<file path="src/rtl/decoder_scan_sequencer_pkg.sv">
// Shared types and constants for the 3-to-8 decoder scan sequencer.
package decoder_scan_pkg;

    typedef enum logic [1:0] {
        IDLE  = 2'd0,
        BLANK = 2'd1,
        DRIVE = 2'd2
    } scan_state_t;

    localparam logic [2:0] LAST_CODE        = 3'd7;
    localparam int         DEF_BLANK_CYCLES = 2;
    localparam int         DEF_DWELL_W      = 8;

endpackage

</file>
<file path="src/rtl/decoder_scan_sequencer_timer.sv">
// Loadable down-counter; holds at zero until the next load.
module scan_timer #(
    parameter int WIDTH = 8
) (
    input  logic             clk,
    input  logic             rst_n,
    input  logic             load,
    input  logic [WIDTH-1:0] load_value,
    output logic             zero
);

    logic [WIDTH-1:0] count;

    always_ff @(posedge clk or negedge rst_n) begin
        if (!rst_n) begin
            count <= '0;
        end else if (load) begin
            count <= load_value;
        end else if (count != '0) begin
            count <= count - 1'b1;
        end
    end

    assign zero = (count == '0);

endmodule

</file>
<file path="src/rtl/decoder_scan_sequencer.sv">
// Steps decoder select lines through codes 0..7 with a blanked Enable
// between codes and a programmable Enable-high dwell at each code.
module decoder_scan_sequencer
    import decoder_scan_pkg::*;
#(
    parameter int DWELL_W      = DEF_DWELL_W,
    parameter int BLANK_CYCLES = DEF_BLANK_CYCLES,
    parameter int NUM_CODES    = 8
) (
    input  logic               clk,
    input  logic               rst_n,
    input  logic               start,
    input  logic               stop,
    input  logic               continuous,
    input  logic [DWELL_W-1:0] dwell,
    output logic               A,
    output logic               B,
    output logic               C,
    output logic               Enable,
    output logic               busy,
    output logic               frame_done,
    output logic [2:0]         code
);

    localparam bit              HAS_BLANK  = (BLANK_CYCLES > 0);
    localparam int              BLANK_M1_I = HAS_BLANK ? BLANK_CYCLES - 1 : 0;
    localparam logic [DWELL_W-1:0] BLANK_M1 = DWELL_W'(BLANK_M1_I);
    localparam logic [2:0]      FINAL_CODE = (NUM_CODES == 8) ? LAST_CODE : 3'(NUM_CODES - 1);

    scan_state_t        state;
    logic [DWELL_W-1:0] dwell_lat;
    logic [DWELL_W-1:0] dwell_eff;
    logic               timer_zero;
    logic               timer_load;
    logic [DWELL_W-1:0] timer_value;
    logic               start_go;
    logic               blank_done;
    logic               drive_done;
    logic               last_code;
    logic               restart;

    assign dwell_eff  = (dwell == '0) ? DWELL_W'(1) : dwell;
    assign last_code  = (code == FINAL_CODE);
    assign start_go   = (state == IDLE)  && start && !stop;
    assign blank_done = (state == BLANK) && timer_zero && !stop;
    assign drive_done = (state == DRIVE) && timer_zero && !stop;
    assign restart    = drive_done && last_code && continuous;

    // Timer is reloaded on every state entry; frame (re)starts use the fresh dwell.
    always_comb begin
        timer_load  = 1'b0;
        timer_value = '0;
        if (start_go || restart) begin
            timer_load  = 1'b1;
            timer_value = HAS_BLANK ? BLANK_M1 : dwell_eff - 1'b1;
        end else if (blank_done) begin
            timer_load  = 1'b1;
            timer_value = dwell_lat - 1'b1;
        end else if (drive_done && !last_code) begin
            timer_load  = 1'b1;
            timer_value = HAS_BLANK ? BLANK_M1 : dwell_lat - 1'b1;
        end
    end

    scan_timer #(
        .WIDTH(DWELL_W)
    ) u_timer (
        .clk       (clk),
        .rst_n     (rst_n),
        .load      (timer_load),
        .load_value(timer_value),
        .zero      (timer_zero)
    );

    always_ff @(posedge clk or negedge rst_n) begin
        if (!rst_n) begin
            state      <= IDLE;
            code       <= '0;
            Enable     <= 1'b0;
            busy       <= 1'b0;
            frame_done <= 1'b0;
            dwell_lat  <= DWELL_W'(1);
        end else begin
            frame_done <= 1'b0;
            if (state != IDLE && stop) begin
                state  <= IDLE;
                code   <= '0;
                Enable <= 1'b0;
                busy   <= 1'b0;
            end else begin
                case (state)
                    IDLE: begin
                        Enable <= 1'b0;
                        code   <= '0;
                        if (start_go) begin
                            dwell_lat <= dwell_eff;
                            busy      <= 1'b1;
                            state     <= HAS_BLANK ? BLANK : DRIVE;
                            Enable    <= !HAS_BLANK;
                        end
                    end
                    BLANK: begin
                        if (timer_zero) begin
                            state  <= DRIVE;
                            Enable <= 1'b1;
                        end
                    end
                    DRIVE: begin
                        if (timer_zero) begin
                            if (!last_code) begin
                                code   <= code + 3'd1;
                                state  <= HAS_BLANK ? BLANK : DRIVE;
                                Enable <= !HAS_BLANK;
                            end else begin
                                frame_done <= 1'b1;
                                code       <= '0;
                                if (continuous) begin
                                    dwell_lat <= dwell_eff;
                                    state     <= HAS_BLANK ? BLANK : DRIVE;
                                    Enable    <= !HAS_BLANK;
                                end else begin
                                    state  <= IDLE;
                                    Enable <= 1'b0;
                                    busy   <= 1'b0;
                                end
                            end
                        end
                    end
                    default: begin
                        state  <= IDLE;
                        code   <= '0;
                        Enable <= 1'b0;
                        busy   <= 1'b0;
                    end
                endcase
            end
        end
    end

    assign A = code[2];
    assign B = code[1];
    assign C = code[0];

endmodule

</file>
<file path="config.mk">
export PLATFORM = sky130hd
export DESIGN_NAME = decoder_scan_sequencer
export DESIGN_NICKNAME = d
export VERILOG_FILES = /design/src/rtl/decoder_scan_sequencer_pkg.sv /design/src/rtl/decoder_scan_sequencer_timer.sv /design/src/rtl/decoder_scan_sequencer.sv
export SDC_FILE = /design/constraint.sdc
export NUM_CORES = 1
export LEC_CHECK = 0
export ABC_AREA = 1
export BUFFER_PORTS_ARGS = -buffer_cell sky130_fd_sc_hd__clkbuf_2
export CAP_MARGIN = 20
export CORE_MARGIN = 2
export CORE_UTILIZATION = 55
export DETAILED_ROUTE_END_ITERATION = 16
export PLACE_DENSITY = 0.77
export SYNTH_ARGS = -nofsm -noshare
export SYNTH_HDL_FRONTEND = slang
export SYNTH_SLANG_ARGS = --single-unit
</file>
<file path="constraint.sdc">
create_clock -name clk -period 4.7 [get_ports clk]
set_input_delay 0.94 -clock clk [delete_from_list [all_inputs] [get_ports clk]]
set_output_delay 0.94 -clock clk [all_outputs]
set_load 0.1 [all_outputs]
</file>
==> qor.yml <==
gp_congestion: 0.889
maxCapViolations: 0
dieArea_mm2: 0.00339
critPathKind: "flip-flop to primary output"
fin_total_pwr_mw: 1.19
portBuffers: 21
fmax_mhz: 457
io_pins: 22
worstMarginPinSlew_ns: 0.593
hold_viol_final: 0
avgViaCountPerCell: 5.31
clkTransAtPathRegs_ns: 0.12
crit_path_max_incr_delay_ns: 0.49
ys_warn_count: 0
synth.area.mux_share_pct: 0
p_leak_nw: 0.895
yosysSeqAreaShare_pct: 37.2
path_buf_inv: 1
dr.pass1.iters: 4
initial_core_util_pct: 58.2
dp_hpwl_um: 2410
arrival_ns: 1.25
clk_latency_ns: 0.31
drt_iter0_drc: 46
synth_area_mm2: 0.00162
diodes: 0
syn_inst: 191
max-vdd-ir-drop_mv: 0.627
worst_path_dominant_cell_family: "buffers and inverters"
track_usage_pct: 19.9
drive_above_1_share_pct: 30.3
overflow: 0
post_cts_buffers: 0
grt_pass1_wl_um: 5140
cp_cell_sequence: "clkbuf_2"
synthSimpleGateAreaFrac_pct: 33.5
drc: 0
cp_max_fo: 5
cts_resized: 0
numCtsBuffers: 3
vias: 1286
cts_sinks: 24
period_needed_ns: 2.19
finClkSkew_ns: 0.00384
timing.final.crit_share_pct: 46.6
wire_per_inst_um: 12.6
nFillCells: 248
critPathSlowestCell: "clkbuf_2"
max_slew_margin_pct: 60.5
min_path_type: "flip-flop to flip-flop"
wl_um: 3040
ys_types: 31
num_rows: 19
syn_area_per_cell_um2: 8.48
coreArea_mm2: 0.00278
die_y_um: 58.3
grt_pass1_vias: 1202
rsz0062_at_grt: "false"
cts_buffer_depth: 2
syn_nets: 209
grt_max_degree: 25
finalMaxSlewViolations: 0
synth-xor-area-share_pct: 4.87
synth_top_family_by_area: "simple AND/OR/NAND/NOR gates"
ant_nets: 0
htreeDepth: 1
crit_path_start_kind: "flip-flop"
p_per_area_mw_per_mm2: 682
cts-root-buf: "clkbuf_4"
cts_tree: "yes"
finalSetupTns_ns: 0
final-setup-viol-count: 0
antenna_found_initial: 0
syn_to_final_growth_pct: 7.73
synth_compound_area_share_pct: 12.1
cp.required_ns: 3.76
status: "complete, no violations"
ys_seq_elements: 24
end_kind: "primary output"
cts_hold_buffers: 0
synthAdderAreaFrac_pct: 3.86
fin_nets: 230
fp.dieW_um: 58.3
## final timing paths
path	slack (ns)	depth (start not counted)	startpoint	end
max	2.51	1	code[0]$_DFFE_PN0P_	C
min	0.49	2	dwell_lat[0]$_DFFE_PN1P_	dwell_lat[0]$_DFFE_PN1P_
max reg2reg	2.85	10	code[0]$_DFFE_PN0P_	dwell_lat[2]$_DFFE_PN0P_
min in group asynchronous	0.60	1	rst_n	code[1]$_DFFE_PN0P_
max in group asynchronous	3.71	1	rst_n	u_timer.count[6]$_DFFE_PN0P_
min reg2reg	0.49	2	dwell_lat[0]$_DFFE_PN1P_	dwell_lat[0]$_DFFE_PN1P_
## layout make-up
class	count	area [um2]	share of cell area [%]
clock buffers	4	26.3	1.51
inverters	24	93.8	5.38
multi-input cells	138	878	50.4
flip-flops and latches	24	602	34.5
well taps	31	38.8	2.22
repair buffers	21	105	6.03
## registers in the layout (all words and copies together), names as in the netlist
name and cells:
busy 1, code 3, frame_done 1, u_timer.count 8, Enable 1, state 2, dwell_lat 8
## cells in the final DEF (no fill, tap or decap), drive strengths merged
cell	instances
o21a	1
nand3	18
xnor2	2
ha	5
nor3	2
o21ai	18
a21oi	8
nand2	43
a31oi	2
nand4	4
dfstp	1
nor2	27
inv	23
xor2	7
clkinv	1
clkbuf	25
dfrtp	23
o211ai	1
## cells by family (layout without fill, tap and decap cells)
logic type | count (synthesis) | count (layout)
AOI/OAI and AO/OA | 30 | 30
xor gates and xnor gates | 9 | 9
DFF | 24 | 24
adders and majority gates | 5 | 5
buffers and inverters | 29 | 49
and+or+nand+nor | 94 | 94
## routing by layer
metal | global-route usage, % | vias up | wire length, um
li1 | - | 657 | -
met3 | 2.01 | 7 | 123
met1 | 25.9 | 591 | 1360
met2 | 33.9 | 31 | 1500
met5 | 0 | - | 0
met4 | 7.64 | 0 | 62
## cells in the mapped netlist, drive strengths merged
cell type | instances | area [um2]
a21oi | 8 | 62.6
a31oi | 2 | 12.5
buf | 5 | 45.0
clkinv | 1 | 5.00
dfrtp | 23 | 576
dfstp | 1 | 26.3
ha | 5 | 62.6
inv | 23 | 88.8
nand2 | 43 | 196
nand3 | 18 | 125
nand4 | 4 | 25.0
nor2 | 27 | 185
nor3 | 2 | 10.0
o211ai | 1 | 7.51
o21a | 1 | 7.51
o21ai | 18 | 105
xnor2 | 2 | 17.5
xor2 | 7 | 61.3
## power breakdown
part / leakage [nW] / switching (mW) / internal, mW / total, mW
sequential: 0.306 / 0.0694 / 0.289 / 0.359
clock: 0.0150 / 0.0588 / 0.0332 / 0.0919
combinational: 0.574 / 0.514 / 0.224 / 0.739
## per-stage QoR
stage	setup WS [ns]	std cells	hold WS [ns]	utilization (%)	area, um2
after floorplan	2.39	191	0.450	-	1620
after global placement	2.70	238	0.457	61.8	1720
after detailed placement	2.64	238	0.463	61.8	1720
after CTS	2.51	242	0.488	62.7	1740
after global routing	2.47	242	0.505	62.7	1740
final	2.51	242	0.486	62.7	1740
No activity file was read; power rests on OpenSTA's default activity.
